===== src/rtl/step_decoder_pkg.sv =====
// step_pkg: shared step width, named control-unit steps and one-hot helper
package step_pkg;
  localparam int STEPS_DEF = 4;
  localparam int STEP_W = $clog2(STEPS_DEF);
  localparam int MAX_OH = 64;
  typedef enum logic [STEP_W-1:0] {T0, T1, T2, T3} step_e;
  function automatic logic [MAX_OH-1:0] onehot(input int unsigned idx);
    onehot = (idx < MAX_OH) ? ({{(MAX_OH-1){1'b0}}, 1'b1} << idx) : '0;
  endfunction
endpackage


===== src/rtl/step_decoder_if.sv =====
// step_decoder_if: sequencer controls, select code and decoded outputs (Err present with STEP_DECODER_ERR_EN)
interface step_decoder_if #(
  parameter int W_BITS = 3,
  parameter int N_OUT = 8,
  parameter int STEPS = 4
);
  logic run;
  logic done;
  logic clear;
  logic hold;
  logic e;
  logic [W_BITS-1:0] w;
  logic [0:STEPS-1] tstep;
  logic [0:N_OUT-1] y;
  logic busy;
`ifdef STEP_DECODER_ERR_EN
  logic err;
  modport master(output run, done, clear, hold, e, w, input tstep, y, busy, err);
  modport slave(input run, done, clear, hold, e, w, output tstep, y, busy, err);
`else
  modport master(output run, done, clear, hold, e, w, input tstep, y, busy);
  modport slave(input run, done, clear, hold, e, w, output tstep, y, busy);
`endif
endinterface


===== src/rtl/step_decoder_onehot_dec.sv =====
// onehot_dec: combinational index-to-one-hot converter, bit k set when idx == k and en is high
module onehot_dec
  import step_pkg::*;
#(
  parameter int IW = 3,
  parameter int N = 8
) (
  input  logic          en,
  input  logic [IW-1:0] idx,
  output logic [0:N-1]  y
);
  logic [N-1:0] oh;
  // out-of-range indices leave every bit clear
  always_comb begin
    oh = N'(onehot(32'(idx)));
    for (int k = 0; k < N; k++) y[k] = en & oh[k];
  end
endmodule


===== src/rtl/step_decoder.sv =====
// step_decoder: one-hot timestep sequencer plus registered enable-gated select decoder; STEP_DECODER_ERR_EN adds Err
module step_decoder
  import step_pkg::*;
#(
  parameter int W_BITS = 3,
  parameter int N_OUT = 8,
  parameter int STEPS = 4
) (
  input logic clk,
  input logic rst,
  step_decoder_if.slave bus
);
  localparam int SW = $clog2(STEPS);
  logic [SW-1:0] s_q, s_d;
  logic [0:N_OUT-1] y_q, y_d;
  // next step: clear, then hold, then idle start, then early finish, then wrap/advance
  always_comb
    s_d = bus.clear ? SW'(T0) :
          bus.hold ? s_q :
          (s_q == '0) ? (bus.run ? SW'(T1) : SW'(T0)) :
          bus.done ? SW'(T0) :
          (32'(s_q) == STEPS - 1) ? SW'(T0) : s_q + 1'b1;
  onehot_dec #(.IW(SW), .N(STEPS)) u_tstep (.en(1'b1), .idx(s_q), .y(bus.tstep));
  onehot_dec #(.IW(W_BITS), .N(N_OUT)) u_y (.en(bus.e), .idx(bus.w), .y(y_d));
  assign bus.busy = |s_q;
  assign bus.y = y_q;
`ifdef STEP_DECODER_ERR_EN
  logic err_q, err_d;
  // enabled but nothing decoded means the code was out of range
  always_comb err_d = bus.e & ~|y_d;
  assign bus.err = err_q;
  // error flag registered alongside Y
  always_ff @(posedge clk or posedge rst)
    if (rst) err_q <= 1'b0;
    else err_q <= err_d;
`endif
  // step index and decoder output registers
  always_ff @(posedge clk or posedge rst)
    if (rst) begin
      s_q <= '0;
      y_q <= '0;
    end else begin
      s_q <= s_d;
      y_q <= y_d;
    end
endmodule

===== src/flat_wrapper.sv =====
// flat-port wrapper written by rule: the top's interface ports become plain ports
module step_decoder_flat import step_pkg::*;
#(
  parameter int W_BITS = 3,
  parameter int N_OUT = 8,
  parameter int STEPS = 4
)
  (clk, rst, bus_run, bus_done, bus_clear, bus_hold, bus_e, bus_w, bus_tstep, bus_y, bus_busy);
  step_decoder_if #(.W_BITS(W_BITS), .N_OUT(N_OUT), .STEPS(STEPS)) bus_i ();
  input logic clk;
  input logic rst;
  input wire logic [$bits(bus_i.run)-1:0] bus_run;
  input wire logic [$bits(bus_i.done)-1:0] bus_done;
  input wire logic [$bits(bus_i.clear)-1:0] bus_clear;
  input wire logic [$bits(bus_i.hold)-1:0] bus_hold;
  input wire logic [$bits(bus_i.e)-1:0] bus_e;
  input wire logic [$bits(bus_i.w)-1:0] bus_w;
  output wire logic [$bits(bus_i.tstep)-1:0] bus_tstep;
  output wire logic [$bits(bus_i.y)-1:0] bus_y;
  output wire logic [$bits(bus_i.busy)-1:0] bus_busy;
  assign bus_i.run = bus_run;
  assign bus_i.done = bus_done;
  assign bus_i.clear = bus_clear;
  assign bus_i.hold = bus_hold;
  assign bus_i.e = bus_e;
  assign bus_i.w = bus_w;
  assign bus_tstep = bus_i.tstep;
  assign bus_y = bus_i.y;
  assign bus_busy = bus_i.busy;
  step_decoder #(.W_BITS(W_BITS), .N_OUT(N_OUT), .STEPS(STEPS)) u_core (.clk(clk), .rst(rst), .bus(bus_i));
endmodule

===== config.mk =====
export PLATFORM = sky130hd
export DESIGN_NAME = step_decoder_flat
export DESIGN_NICKNAME = d
export VERILOG_FILES = /design/src/rtl/step_decoder_pkg.sv /design/src/rtl/step_decoder_if.sv /design/src/rtl/step_decoder_onehot_dec.sv /design/src/rtl/step_decoder.sv /design/src/flat_wrapper.sv
export SDC_FILE = /design/constraint.sdc
export NUM_CORES = 1
export LEC_CHECK = 0
export ABC_AREA = 1
export ABC_CLOCK_PERIOD_IN_PS = 2200
export CAP_MARGIN = 25
export CORE_AREA = 3 3 40 42
export DETAILED_ROUTE_END_ITERATION = 10
export DIE_AREA = 0 0 43 45
export DONT_BUFFER_PORTS = 1
export PLACE_DENSITY = 0.5
export SYNTH_ARGS = -nofsm -noshare
export SYNTH_HDL_FRONTEND = slang
export SYNTH_SLANG_ARGS = --single-unit

===== constraint.sdc =====
create_clock -name clk -period 2.2 [get_ports clk]
set_input_delay 0.11 -clock clk [delete_from_list [all_inputs] [get_ports clk]]
set_output_delay 0.11 -clock clk [all_outputs]
set_load 0.03 [all_outputs]

==> summary.md <==
| Metric | Value |
|---|---|
| Outcome | `completed` |
| RSZ-0062 raised after global routing | `no` |
| Hpwl dp | `601 microns` |
| Die height | `45 microns` |
| Share of cells above drive strength 1 | `10.7%` |
| Number of max-cap violations | `0` |
| Dpl ws | `886 ps` |
| Clock period minus worst slack | `1550 ps` |
| Worst Path Max Fanout | `5` |
| Req. time, crit path | `2090 ps` |
| Initial antenna violation count | `0` |
| Setup violators final | `0` |
| Placed cells | `64` |
| Final worst-path cycle share | `70.2%` |
| ANT cells | `0` |
| Kind of critical path | `flip-flop to primary output` |
| Register area | `250 sq um` |
| Final ANT Viol Nets | `0` |
| Final core occ | `40.6%` |
| Layout area overhead | `18.5%` |
| Final #Nets | `72` |
| # resized after CTS | `0` |
| Clock Path Buffers | `2` |
| Syn. warnings | `0` |
| 1st-iter DRT viols | `1` |
| Vias per std cell | `4.38` |
| Port bufs | `0` |
| Synth unique cells | `7` |
| CP endpoint kind | `primary output` |
| Worst Clk Skew | `0.0506 ps` |
| Initial Utilization | `34.3%` |
| Post-CTS Setup Bufs | `0` |
| Critical Path AT | `roughly 1400 ps` |
| Pin count of the biggest net entering global routing | `11` |
| GPL Wtd Cong | `roughly 0.67` |
| Gr usage total | `8.19%` |
| Post-Layout Cell Count | `between 70 and 80` |
| Relative slew slack | `72.5%` |
| Clk_lat worst skew | `250 ps` |
| P per Cell Area | `679 nW/um^2` |
| Mapped Nets | `63` |
| H-tree Lvls | `1` |
| Fmax | `between 0.6 and 0.7 GHz` |
| Synth top area share | `a little under three fifths` |
| Final slew viol count | `0` |
| Synthesized flop and latch total | `10` |
| Avg WL per Cell | `10.1 microns` |
| # fillers | `128` |
| Pre-antenna DRT Iters | `2` |
| Min setup slack post-route | `655 ps` |
| TritonCTS clock tree | `done` |
| P_leak | `approximately 0.3 nW` |
| Number of global-route vias before repair | `~270` |
| First-pass GRT wire length | `~1100 microns` |
| Core Region | `1280 sq um` |
| Commonest non-fill, non-tap cell in the layout | `nand2_1` |
| Final hold violations | `0` |
| Min-Delay Path Class | `input port to flip-flop` |
| Clock sink total | `10` |
| Clock Tree Root | `clkbuf_4` |
| Area of the mapped netlist | `roughly 440 sq um` |
| Sequential area share after synthesis | `between 50% and 60%` |
| Num CTS Buffers | `3` |
| Startpoint types | `flip-flop` |
| Die width | `43 microns` |
| Remaining DRCs | `0` |
| Most frequent cells in the layout | `nand2_1 (14), dfrtp_1 (10), nor2_1 (9), inv_1 (8)` |
| Syn Area/Cell | `8.99 sq um` |
| Syn Inst Count | `49` |
| Vias | `311` |
| Gr ovfl total | `0` |
| FP Rows | `13` |
| Setup_tns | `0 ps` |
| Multi-input gate area | `160 sq um` |
| Reg clk slew, reported paths | `60 ps` |
| Synth area leaders | `dfrtp_1 (57%), nand2_1 (12%), ha_1 (11%), nor2_1 (7.7%), inv_1 (6.8%)` |
| I/O pin cnt | `23` |
| Cell taking the most area after synthesis | `dfrtp_1` |
| Die area | `just under 2000 sq um` |
| Actual slew at the worst max-slew pin | `413 ps` |
| Worst vdd ir | `318 uV` |
| Total Power | `approximately 0.35 mW` |
| Drt total wl | `just over 700 microns` |
==> cell usage after synthesis (all sizes together) <==
| library cell | instances |
|---|---|
| nand2 | 14 |
| inv | 8 |
| dfrtp | 10 |
| nand3 | 1 |
| ha | 4 |
| nor2 | 12 |
==> layout make-up <==
type	count	share of cell area, %
inverters	8	5.76
well taps	15	3.60
repair buffers	4	7.67
clock buffers	3	4.32
flip-flops and latches	10	48.0
multi-input cells	31	30.7
==> flip-flops by register name, summed over array words and instances (netlist names) <==
name,count
u_core.bus.y,8
u_core.s_q,2
==> stage by stage <==
| step | instance area, sq um | hold WS (ps) |
|---|---|---|
| 2_1_floorplan | 440 | -49.8 |
| 3_3_place_gp | 459 | -12.4 |
| 3_5_place_dp | 459 | -11.6 |
| 4_1_cts | 522 | 0.825 |
| 5_1_grt | 522 | 5.50 |
| 6_report | 522 | 5.95 |
==> cell families after synthesis <==
family | share of synthesized area, %
buffers and inverters | 6.82
flip-flops | 56.8
AND/OR/NAND/NOR | 25.0
adder cells (fa/ha/maj) | 11.4
==> final timing paths <==
check | from | end | slack, ps | cells past startpoint
worst min-delay path | bus_clear | u_core.s_q[0]$_DFFE_PP0P_ | 6 | 3
max in group asynchronous | rst | u_core.bus.y[4]$_DFF_PP0_ | 1690 | 2
worst min register to register | u_core.s_q[1]$_DFFE_PP0P_ | u_core.s_q[1]$_DFFE_PP0P_ | 550 | 2
worst max register to register | u_core.s_q[0]$_DFFE_PP0P_ | u_core.s_q[0]$_DFFE_PP0P_ | 900 | 7
worst max-delay path | u_core.s_q[0]$_DFFE_PP0P_ | bus_busy | 650 | 3
min in group asynchronous | rst | u_core.bus.y[0]$_DFF_PP0_ | 260 | 2
==> worst max-delay path: stages (launching register included) <==
cell,delay [ps]
dfrtp_1,420
inv_1,90
ha_1,410
inv_1,250
==> power by group <==
group	switching [mW]	internal [mW]	total [mW]
Sequential	0.0111	0.189	0.200
Combinational	0.0252	0.0132	0.0385
Clock	0.0531	0.0627	0.116
Total	0.0895	0.265	0.354
==> metal layers <==
layer  wire, microns  track usage [%]  up-vias  part of all wire [%]
met2             345             13.5       17                    48
met3              76             2.79        4                    11
met5               0                0        -                     0
li1                -                -      156                     -
met1             275             7.52      134                    38
met4              21             9.04        0                   2.9
==> what timing repair did <==
item | 4_1_cts | 5_1_grt
hold endpoints to repair | 15 | 0
endpoints found under the setup margin | 0 | 0
hold buffers | 4 | 0
Note: power is estimated with default switching activity, not from simulation.
